File: src/rtl/game_pkg.sv
// Shared definitions for the two-player game: scheduler states, screen
// geometry, player box size, start positions and a small distance helper.
package game_pkg;

  typedef enum logic [3:0] {
    WAIT     = 4'd0,
    CHK_A    = 4'd1,
    MOVE_A   = 4'd2,
    SETTLE_A = 4'd3,
    CHK_B    = 4'd4,
    MOVE_B   = 4'd5,
    GOAL     = 4'd6,
    HOLD     = 4'd7,
    OVER     = 4'd8
  } state_t;

  // Visible playfield and its inclusive borders (enforced by the movers).
  localparam logic [7:0] SCREEN_W = 8'd160;
  localparam logic [6:0] SCREEN_H = 7'd120;
  localparam logic [7:0] BORDER_L = 8'd0;
  localparam logic [7:0] BORDER_R = 8'd159;
  localparam logic [6:0] BORDER_T = 7'd0;
  localparam logic [6:0] BORDER_B = 7'd119;

  // Side of the square player box in pixels.
  localparam int unsigned PLAYER_SIZE = 5;

  // Positions loaded by the movers while reset_game is asserted.
  localparam logic [7:0] P1_START_X = 8'd20;
  localparam logic [6:0] P1_START_Y = 7'd58;
  localparam logic [7:0] P2_START_X = 8'd135;
  localparam logic [6:0] P2_START_Y = 7'd58;

  // Absolute distance between two widened coordinates.
  function automatic logic [8:0] abs_diff9(input logic [8:0] a, input logic [8:0] b);
    logic [8:0] d;
    if (a >= b) begin
      d = a - b;
    end else begin
      d = b - a;
    end
    return d;
  endfunction

endpackage

File: src/rtl/collision_check.sv
// Box-vs-box contact test: for player A against player B, clears the allow
// bit of every direction in which A's box already touches B's box.
// allow = {right, left, up, down}.
module collision_check
  import game_pkg::*;
#(
  parameter int unsigned SIZE = PLAYER_SIZE
) (
  input  logic [7:0] a_x,
  input  logic [6:0] a_y,
  input  logic [7:0] b_x,
  input  logic [6:0] b_y,
  output logic [3:0] allow
);

  localparam logic [8:0] SIZE9 = 9'(SIZE);

  logic [8:0] ax_s;
  logic [8:0] ay_s;
  logic [8:0] bx_s;
  logic [8:0] by_s;
  logic       ovl_x_s;
  logic       ovl_y_s;

  // Widen coordinates so A+S / B+S cannot wrap at the right/bottom edges.
  always_comb begin
    ax_s    = {1'b0, a_x};
    bx_s    = {1'b0, b_x};
    ay_s    = {2'b00, a_y};
    by_s    = {2'b00, b_y};
    ovl_x_s = (abs_diff9(ax_s, bx_s) < SIZE9);
    ovl_y_s = (abs_diff9(ay_s, by_s) < SIZE9);
    allow   = 4'b1111;
    allow[3] = !((bx_s == (ax_s + SIZE9)) && ovl_y_s);
    allow[2] = !((ax_s == (bx_s + SIZE9)) && ovl_y_s);
    allow[1] = !((ay_s == (by_s + SIZE9)) && ovl_x_s);
    allow[0] = !((by_s == (ay_s + SIZE9)) && ovl_x_s);
  end

endmodule

File: src/rtl/move_scheduler.sv
// Frame-level controller: divides the clock into game ticks, grants each
// player one movement strobe per tick with alternating priority, registers
// collision-based allow flags just before each strobe, and runs the
// goal -> hold (reset_game) -> resume sequence with scoring and game over.
module move_scheduler #(
  parameter logic [26:0] TICK_DIV    = 27'd1666666,
  parameter int unsigned PLAYER_SIZE = game_pkg::PLAYER_SIZE,
  parameter logic [7:0]  HOLD_TICKS  = 8'd60,
  parameter logic [3:0]  WIN_SCORE   = 4'd5
) (
  input  logic       clock,
  input  logic       resetn,
  input  logic [7:0] p1_x,
  input  logic [6:0] p1_y,
  input  logic [7:0] p2_x,
  input  logic [6:0] p2_y,
  input  logic       goal_p1,
  input  logic       goal_p2,
  output logic       p1_move_en,
  output logic       p2_move_en,
  output logic [3:0] p1_allow,
  output logic [3:0] p2_allow,
  output logic       reset_game,
  output logic [3:0] score_p1,
  output logic [3:0] score_p2,
  output logic       game_over
);

  import game_pkg::*;

  logic [26:0] tick_cnt_r;
  logic        tick_s;

  state_t      state_r;
  logic        first_p1_r;
  logic        pend_p1_r;
  logic        pend_p2_r;
  logic [7:0]  hold_cnt_r;
  logic [3:0]  score_p1_r;
  logic [3:0]  score_p2_r;
  logic        game_over_r;
  logic        reset_game_r;
  logic        p1_en_r;
  logic        p2_en_r;
  logic [3:0]  p1_allow_r;
  logic [3:0]  p2_allow_r;

  logic        chk_p1_s;
  logic [7:0]  a_x_s;
  logic [6:0]  a_y_s;
  logic [7:0]  b_x_s;
  logic [6:0]  b_y_s;
  logic [3:0]  allow_s;

  logic        accept_goal_s;
  logic        inc_p1_s;
  logic        inc_p2_s;
  logic [3:0]  next_p1_s;
  logic [3:0]  next_p2_s;
  logic        win_s;

  // Tick fires for one cycle whenever the free-running divider reaches zero.
  always_comb begin
    tick_s = (tick_cnt_r == 27'd0);
  end

  // Free-running game-tick divider, independent of the scheduler state.
  always_ff @(posedge clock or negedge resetn) begin
    if (!resetn) begin
      tick_cnt_r <= TICK_DIV - 27'd1;
    end else if (tick_s) begin
      tick_cnt_r <= TICK_DIV - 27'd1;
    end else begin
      tick_cnt_r <= tick_cnt_r - 27'd1;
    end
  end

  // Route the player under check to collision port A, the other to port B.
  always_comb begin
    chk_p1_s = first_p1_r;
    if (state_r == CHK_B) begin
      chk_p1_s = !first_p1_r;
    end else begin
      chk_p1_s = first_p1_r;
    end
    if (chk_p1_s) begin
      a_x_s = p1_x;
      a_y_s = p1_y;
      b_x_s = p2_x;
      b_y_s = p2_y;
    end else begin
      a_x_s = p2_x;
      a_y_s = p2_y;
      b_x_s = p1_x;
      b_y_s = p1_y;
    end
  end

  collision_check #(
    .SIZE (PLAYER_SIZE)
  ) u_collision_check (
    .a_x   (a_x_s),
    .a_y   (a_y_s),
    .b_x   (b_x_s),
    .b_y   (b_y_s),
    .allow (allow_s)
  );

  // Goal acceptance and saturating next-score / win detection.
  always_comb begin
    accept_goal_s = (state_r != HOLD) && (state_r != OVER);
    inc_p1_s      = pend_p1_r && (score_p1_r < WIN_SCORE);
    inc_p2_s      = pend_p2_r && (score_p2_r < WIN_SCORE);
    next_p1_s     = score_p1_r + {3'b000, inc_p1_s};
    next_p2_s     = score_p2_r + {3'b000, inc_p2_s};
    win_s         = (inc_p1_s && (next_p1_s == WIN_SCORE)) ||
                    (inc_p2_s && (next_p2_s == WIN_SCORE));
  end

  // Sticky goal latches; GOAL consumes them while still catching a new pulse.
  always_ff @(posedge clock or negedge resetn) begin
    if (!resetn) begin
      pend_p1_r <= 1'b0;
      pend_p2_r <= 1'b0;
    end else if (state_r == GOAL) begin
      pend_p1_r <= goal_p1;
      pend_p2_r <= goal_p2;
    end else if (accept_goal_s) begin
      pend_p1_r <= pend_p1_r | goal_p1;
      pend_p2_r <= pend_p2_r | goal_p2;
    end else begin
      pend_p1_r <= pend_p1_r;
      pend_p2_r <= pend_p2_r;
    end
  end

  // Scheduler FSM with all of its outputs registered.
  always_ff @(posedge clock or negedge resetn) begin
    if (!resetn) begin
      state_r      <= WAIT;
      first_p1_r   <= 1'b1;
      hold_cnt_r   <= 8'd0;
      score_p1_r   <= 4'd0;
      score_p2_r   <= 4'd0;
      game_over_r  <= 1'b0;
      reset_game_r <= 1'b1;
      p1_en_r      <= 1'b0;
      p2_en_r      <= 1'b0;
      p1_allow_r   <= 4'b1111;
      p2_allow_r   <= 4'b1111;
    end else begin
      p1_en_r <= 1'b0;
      p2_en_r <= 1'b0;
      case (state_r)
        WAIT: begin
          reset_game_r <= 1'b0;
          if (tick_s) begin
            if (pend_p1_r || pend_p2_r) begin
              state_r <= GOAL;
            end else begin
              state_r <= CHK_A;
            end
          end else begin
            state_r <= WAIT;
          end
        end
        CHK_A: begin
          // Strobe is raised here so it is visible exactly during MOVE_A.
          if (first_p1_r) begin
            p1_allow_r <= allow_s;
            p1_en_r    <= 1'b1;
          end else begin
            p2_allow_r <= allow_s;
            p2_en_r    <= 1'b1;
          end
          state_r <= MOVE_A;
        end
        MOVE_A: begin
          state_r <= SETTLE_A;
        end
        SETTLE_A: begin
          state_r <= CHK_B;
        end
        CHK_B: begin
          if (first_p1_r) begin
            p2_allow_r <= allow_s;
            p2_en_r    <= 1'b1;
          end else begin
            p1_allow_r <= allow_s;
            p1_en_r    <= 1'b1;
          end
          state_r <= MOVE_B;
        end
        MOVE_B: begin
          first_p1_r <= !first_p1_r;
          state_r    <= WAIT;
        end
        GOAL: begin
          score_p1_r   <= next_p1_s;
          score_p2_r   <= next_p2_s;
          hold_cnt_r   <= HOLD_TICKS;
          reset_game_r <= 1'b1;
          if (win_s) begin
            game_over_r <= 1'b1;
            state_r     <= OVER;
          end else begin
            state_r <= HOLD;
          end
        end
        HOLD: begin
          reset_game_r <= 1'b1;
          if (hold_cnt_r == 8'd0) begin
            first_p1_r <= 1'b1;
            state_r    <= WAIT;
          end else if (tick_s) begin
            hold_cnt_r <= hold_cnt_r - 8'd1;
          end else begin
            hold_cnt_r <= hold_cnt_r;
          end
        end
        OVER: begin
          reset_game_r <= 1'b1;
          game_over_r  <= 1'b1;
          state_r      <= OVER;
        end
        default: begin
          reset_game_r <= 1'b1;
          state_r      <= WAIT;
        end
      endcase
    end
  end

  assign p1_move_en = p1_en_r;
  assign p2_move_en = p2_en_r;
  assign p1_allow   = p1_allow_r;
  assign p2_allow   = p2_allow_r;
  assign reset_game = reset_game_r;
  assign score_p1   = score_p1_r;
  assign score_p2   = score_p2_r;
  assign game_over  = game_over_r;

endmodule

File: config.mk
export PLATFORM = sky130hd
export DESIGN_NAME = move_scheduler
export DESIGN_NICKNAME = d
export VERILOG_FILES = /design/src/rtl/game_pkg.sv /design/src/rtl/collision_check.sv /design/src/rtl/move_scheduler.sv
export SDC_FILE = /design/constraint.sdc
export NUM_CORES = 1
export LEC_CHECK = 0
export CAP_MARGIN = 30
export CORE_ASPECT_RATIO = 1.25
export CORE_UTILIZATION = 50
export DETAILED_ROUTE_END_ITERATION = 6
export PLACE_DENSITY = 0.71
export SKIP_LAST_GASP = 1
export SYNTH_ARGS = -nofsm -noshare
export SYNTH_HDL_FRONTEND = slang
export SYNTH_SLANG_ARGS = --single-unit
File: constraint.sdc
create_clock -name clock -period 4 [get_ports clock]
set_input_delay 1 -clock clock [delete_from_list [all_inputs] [get_ports clock]]
set_output_delay 1 -clock clock [all_outputs]
set_load 0.02 [all_outputs]
* Yosys cells after proc, flatten, opt, wreduce, memory -nomap -nowiden
Cells that the tools add are included.
Storage, ports and cells: word-level logic and storage cells 121, output and inout port bits 20, flip-flop bits (word level) 62, bits of input ports 34
Operators by class: $lt $le $gt $ge 6, add/subtract/negate cells 12, muxes and demuxes 33, reduce and logical (&&, ||, !) cells 30, bitwise gates (word level) 2, equal/unequal tests 24
Operator list (count):
- 8-bit two-way mux | 4
- 4-bit one-hot mux with 8 select lines | 1
- 27-bit logical NOT | 1
- 27-bit two-way mux | 1
- 27-bit by 1-bit subtractor with 27-bit output (second input constant) | 1
- 4-bit by 3-bit == test with 1-bit output (second input constant) | 6
- 4-bit two-way mux | 5
- 8-bit by 3-bit adder with 9-bit output (second input constant) | 2
- 7-bit by 9-bit == test with 1-bit output | 2
- 8-bit by 9-bit == test with 1-bit output | 2
- 9-bit by 3-bit less-than comparator with 1-bit output (second input constant) | 2
- 9-bit two-way mux | 2
- 8-bit by 8-bit subtractor with 9-bit output | 2
- 7-bit by 3-bit adder with 8-bit output (second input constant) | 2
- 2-bit inequality test (second input constant) | 8
- 4-bit one-hot mux with 2 select lines | 2
- 8-bit one-hot mux with 2 select lines | 1
- 7-bit by 7-bit subtractor with 8-bit output | 2
- 7-bit two-way mux | 2
- 1-bit one-hot mux with 2 select lines | 5
- 2-bit nonzero test | 5
- 1-bit logical AND | 9
- 1-bit two-way mux | 9
- 3-bit AND reduction | 3
- 18 further kinds | 28

* Depth between registers and ports, before layout
word-level depth 10, mapped depth 17, depth with buffers taken out 13

* By module
Synthesis repeated with hierarchy kept, for this count alone.
Second synthesis, totals: cells, all modules 612, area total of the unflattened synthesis 5536.6 sq um
Modules (own cells, without submodules):
- move_scheduler | area an instance 3474.6 sq um, instances 1, cells each 336, seq. area each 1579.0 sq um
- collision_check | area an instance 2062.0 sq um, instances 1, cells each 276, seq. area each 0.0 sq um

* Worst setup path before layout
No wires, ideal clock.
kind reg-to-reg, start register state_r[0], end register p1_allow_r[2] (netlist: p1_allow[2]), buffers on the path 3, library setup time 112 ps, arrival 3411 ps, stages on the path, launching flop included 17, setup slack 477 ps, period minus slack after synthesis 3523 ps, data required time 3888 ps, cell sequence dfrtp_1 -> buf_6 -> nor4b_4 -> xnor2_1 -> buf_6 -> buf_2 -> mux2i_1 -> inv_1 -> nand2_1 -> ha_1 -> a21oi_1 -> o32ai_1 -> nor3_2 -> nor4_1 -> a311oi_1 -> nor4_2 -> a31oi_1
Between the ends: word-level cells in the longest chain between the ends 10, elaborated cells on any way between the ends 23, those cells by class add/sub: 3; order compare: 2; eq/ne: 5; mux: 9; reduce/logical: 4
Ends and longest elaborated chain:
- start, declared | RTL line move_scheduler.sv:34 | state_t state_r;
- start signal, assigned | RTL line move_scheduler.sv:140 | state_r <= WAIT;
- start signal, assigned | RTL line move_scheduler.sv:159 | state_r <= GOAL;
- start signal, assigned | RTL line move_scheduler.sv:161 | state_r <= CHK_A;
- 4-bit by 3-bit == test with 1-bit output | RTL line move_scheduler.sv:81, move_scheduler.sv:154
- 1-bit two-way mux | RTL line move_scheduler.sv:81 | if (state_r == CHK_B) begin
- 7-bit two-way mux | RTL line move_scheduler.sv:86 | if (chk_p1_s) begin
- 7-bit by 7-bit subtractor with 8-bit output, or another cell as far along | RTL line game_pkg.sv:40 | d = b - a;
- 9-bit two-way mux | RTL line game_pkg.sv:37 | if (a >= b) begin
- 9-bit by 3-bit less-than comparator with 1-bit output | RTL line collision_check.sv:32 | ovl_y_s = (abs_diff9(ay_s, by_s) < SIZE9);
- 1-bit logical AND | RTL line collision_check.sv:35 | allow[2] = !((ax_s == (bx_s + SIZE9)) && ovl_y_s);
- 1-bit logical NOT | RTL line collision_check.sv:35
- 4-bit two-way mux, on equally long branches | RTL line move_scheduler.sv:185, move_scheduler.sv:169
- 4-bit one-hot mux with 2 select lines | RTL line move_scheduler.sv:154 | case (state_r)
- end signal, assigned | RTL line move_scheduler.sv:170 | p1_allow_r <= allow_s;
- end signal, assigned | RTL line move_scheduler.sv:189 | p1_allow_r <= allow_s;
- end, declared | RTL line move_scheduler.sv:45 | logic [3:0] p1_allow_r;
Several ways; a longest one is shown, not always the timed one. The select of a mux whose other input is x is not followed. A chain may end at the register's enable or synchronous reset.

* Worst setup path in the final report
start input p2_y[1], end register p2_allow_r[2] (netlist: p2_allow[2])
Between the ends: word-level cells in the longest chain between the ends 8, elaborated cells on any way between the ends 12, those cells by class add/sub: 2; order compare: 2; mux: 6; reduce/logical: 2
Ends and longest elaborated chain:
- start, declared | RTL line move_scheduler.sv:16 | input logic [6:0] p2_y,
- 7-bit two-way mux | RTL line move_scheduler.sv:86
- 7-bit by 7-bit subtractor with 8-bit output, or another cell as far along | RTL line game_pkg.sv:40
- 9-bit two-way mux * | RTL line game_pkg.sv:37
- 9-bit by 3-bit less-than comparator with 1-bit output * | RTL line collision_check.sv:32
- 1-bit logical AND * | RTL line collision_check.sv:35
- 1-bit logical NOT * | RTL line collision_check.sv:35
- 4-bit two-way mux, on equally long branches | RTL line move_scheduler.sv:185, move_scheduler.sv:169
- 4-bit one-hot mux with 2 select lines * | RTL line move_scheduler.sv:154
- end signal, assigned | RTL line move_scheduler.sv:173 | p2_allow_r <= allow_s;
- end signal, assigned | RTL line move_scheduler.sv:186 | p2_allow_r <= allow_s;
- end, declared | RTL line move_scheduler.sv:46 | logic [3:0] p2_allow_r;
Mark *: on every way between the ends. The rest lies on a longest branch, timed or not. The select of a mux whose other input is x is not followed.

==> out/metrics.yaml <==
floorplanning:
  ios: 54
  die_w_um: 101
  core-area_mm2: 0.0117
  rows: 44
  die_area_mm2: 0.0126
  die_y_um: 125
  start_util_pct: 52.0
timing:
  setup_viol: 0
  maxSlewHeadroom_pct: 37.8
  fin_ws_ns: 0.246
  tightest_slew_ns: 0.926
  rsz0062_at_grt: "no"
  period_share_pct: 93.8
  hold_viol: 0
  hold_slack_ns: 0.453
  fin_crit_ns: 3.75
  slew_viol_final: 0
  max_freq_ghz: 0.266
  finalClockSkew_ns: 0.00496
power_and_ir_drop:
  p_seq_share_pct: 32.2
  swShare_pct: 28.0
  vdd_ir_drop_max_uv: 220
  p_int_uw: 1400
  power_density_mw_per_mm2: 262
  p_clk_share_pct: 42.5
  combPwrFrac_pct: 25.2
  p_sw_uw: 547
  power.leakage_uw: 0.00311
route:
  viasPerCell: 5.98
  drt-initial-drc-count: 361
  num_vias: 6121
  drt-total-wl_um: 16400
  drt-wirelength-per-cell_um: 16.0
  drtAntennaViolNets: 0
  drtPass1Iterations: 5
  drc_errors: 0
clock_tree:
  clk_latency_ns: 0.33
  cts_tree: "built"
  cts_buffers: 9
  cts_hold_buf: 0
  cts-htree-levels: 3
  cts.sinks: 62
  cts-root-buf: "clkbuf_16"
  clockBufferDepth: 2
  clkTransAtPathRegs_ns: 0.05
logic_synthesis:
  yosysWarnings: 0
  yosysUniqueCellTypes: 83
  synthMuxAreaShare_pct: 4.33
  yosysTopAreaCellShare_pct: 16.4
  avgSynthCellArea_um2: 7.87
  synthTopCellsByCount: "76 x nor2_1, 75 x nand2_1, 56 x a21oi_1"
  seq_area_frac_synth_pct: 25.9
  synth-xor-area-share_pct: 10.4
  async_reset_ff_share_pct: 100
  synthAdderAreaFrac_pct: 5.05
  syn_inst: 774
  netlist_area_mm2: 0.00609
  synth_edf_count: 0
  synth-seq-cells: 62
  synth_compound_area_share_pct: 20.8
  synthFlopType: "dfrtp_1"
  synthSimpleGateAreaFrac_pct: 28.7
  syn_nets: 823
  post-synth-top-count-cell: "nor2_1"
  synth_top_family_by_area: "simple AND/OR/NAND/NOR gates"
  synth_area_leader_cell: "dfrtp_1"
  ys_top_cells_by_area: "dfrtp_1 16%, dfstp_2 9.5%, xnor2_1 5.7%"
placement:
  place.gp.congestion: 0.944
  dpl-instance-area_mm2: 0.00712
  io_buffers: 53
  dp_hpwl_um: 12700
  pre_cts_slack_ns: -0.209
critical_path:
  crit_arrival_ns: 3.96
  start_kind: "input pin"
  path_class: "in -> reg"
  path_max_fanout: 4
  cp.required_ns: 4.21
  endpoint_kind: "flop"
global_route:
  grt_usage_pct: 26.8
  gr-total-overflow: 0
  grt_pass1_vias: 5826
  grt_pass1_wl_um: 27700
  grt_max_degree: 43
  antenna_found_initial: 0
final_layout:
  num-fill-cells: 1009
  final_cell_area_mm2: 0.00746
  antenna_cells: 0
  area_growth_pct: 22.3
  nNetsFinal: 907
  final_util_pct: 63.6
  drive_above_1_share_pct: 15.2
min_path:
  hold_class: "reg -> reg"
outcome:
  outcome: "finished, final reports clean"
run:
  maxCapViolCount: 0
[per-stage QoR]
stage               TNS, ns  std cells  power, uW
floorplan                 0        774        939
global placement     -0.396       1008       1110
detailed placement    -1.26       1008       1120
CTS                       0       1024       1950
global route              0       1024       2040
finish                    0       1024       1950
[power groups by stage]
stage / combinational, uW / clock [uW] / sequential (uW)
detailed placement: 482 / 0 / 639
global route: 537 / 874 / 629
floorplan: 300 / 0 / 639
finish: 492 / 830 / 629
CTS: 484 / 840 / 629
global placement: 473 / 0 / 639
[metal layers]
metal,vias to the layer above,routed length (um),GRT usage [%],part of all wire [%]
met3,33,699,3.58,4.3
li1,2983,-,-,-
met4,0,431,9.29,2.6
met5,-,0,0,0
met1,2931,7110,34.5,43
met2,174,8170,45.7,50
[logic make-up (layout without fill, tap and decap cells)]
logic type	Yosys count	in the layout
AO/OA/AOI/OAI	186	186
XOR/XNOR	71	71
adder cells (fa/ha/maj)	27	27
buffers and inverters	69	158
flip-flops	62	62
multiplexers	26	26
AND/OR/NAND/NOR	333	333
[worst paths after layout]
kind / endpoint / slack (ns) / from / cells after the start
max in group asynchronous: reset_game / 2.34 / resetn / 2
min in group asynchronous: tick_cnt_r[4] / 0.79 / resetn / 1
worst max-delay path: p2_allow[2] / 0.25 / p2_y[1] / 12
worst min-delay path: tick_cnt_r[0] / 0.45 / tick_cnt_r[0] / 1
worst max register to register: p2_allow[2] / 0.29 / state_r[1] / 14
worst min register to register: tick_cnt_r[0] / 0.45 / tick_cnt_r[0] / 1
[worst max-delay path: stages]
cell	delay, ns
clkdlybuf4s50_1	0.44
nor2b_1	0.18
buf_4	0.15
a211o_1	0.29
and3_1	0.18
o21ba_2	0.22
buf_4	0.13
or4_1	0.46
o211ai_1	0.11
nand3_1	0.12
nor4_2	0.51
a31oi_1	0.17
[cells in the final DEF (no fill, tap or decap), types with 9 or more instances in the layout]
cell type,instances
nor2_1,76
dfrtp_1,40
a21oi_1,56
o21ai_0,28
nand3_1,23
inv_1,28
and3_1,11
dfstp_2,22
nor2b_1,19
or4_1,9
clkdlybuf4s50_1,52
a31oi_1,9
maj3_1,12
nor4_1,9
clkbuf_16,9
nor3_1,24
nand2_1,75
nand4_1,10
xor2_1,29
a211oi_1,11
or3_1,14
ha_1,15
o211ai_1,9
nand2b_1,25
xnor2_1,39
buf_4,61
mux2i_1,23
[cell type report]
cell class	count	area, um2	area share (%)
multi-input cells	643	4260	57.2
flip-flops and latches	62	1580	21.2
repair buffers	114	983	13.2
clock buffers	10	239	3.21
well taps	161	201	2.70
inverters	28	105	1.41
clock inverters	6	85.1	1.14
[repair_timing]
| item | CTS | global route |
|---|---|---|
| setup buffers | 0 | 0 |
| gates resized for setup | 0 | 2 |
| setup endpoints to repair | 0 | 6 |
| endpoints found under the hold margin | 0 | 0 |
[flip-flops by register name, summed over array words and instances, names as in the netlist]
name,cells
reset_game,1
hold_cnt_r,8
p1_move_en,1
score_p2,4
first_p1_r,1
p2_move_en,1
state_r,4
pend_p1_r,1
game_over,1
p1_allow,4
p2_allow,4
pend_p2_r,1
score_p1,4
tick_cnt_r,27
Power figures use the tool's default switching activity.
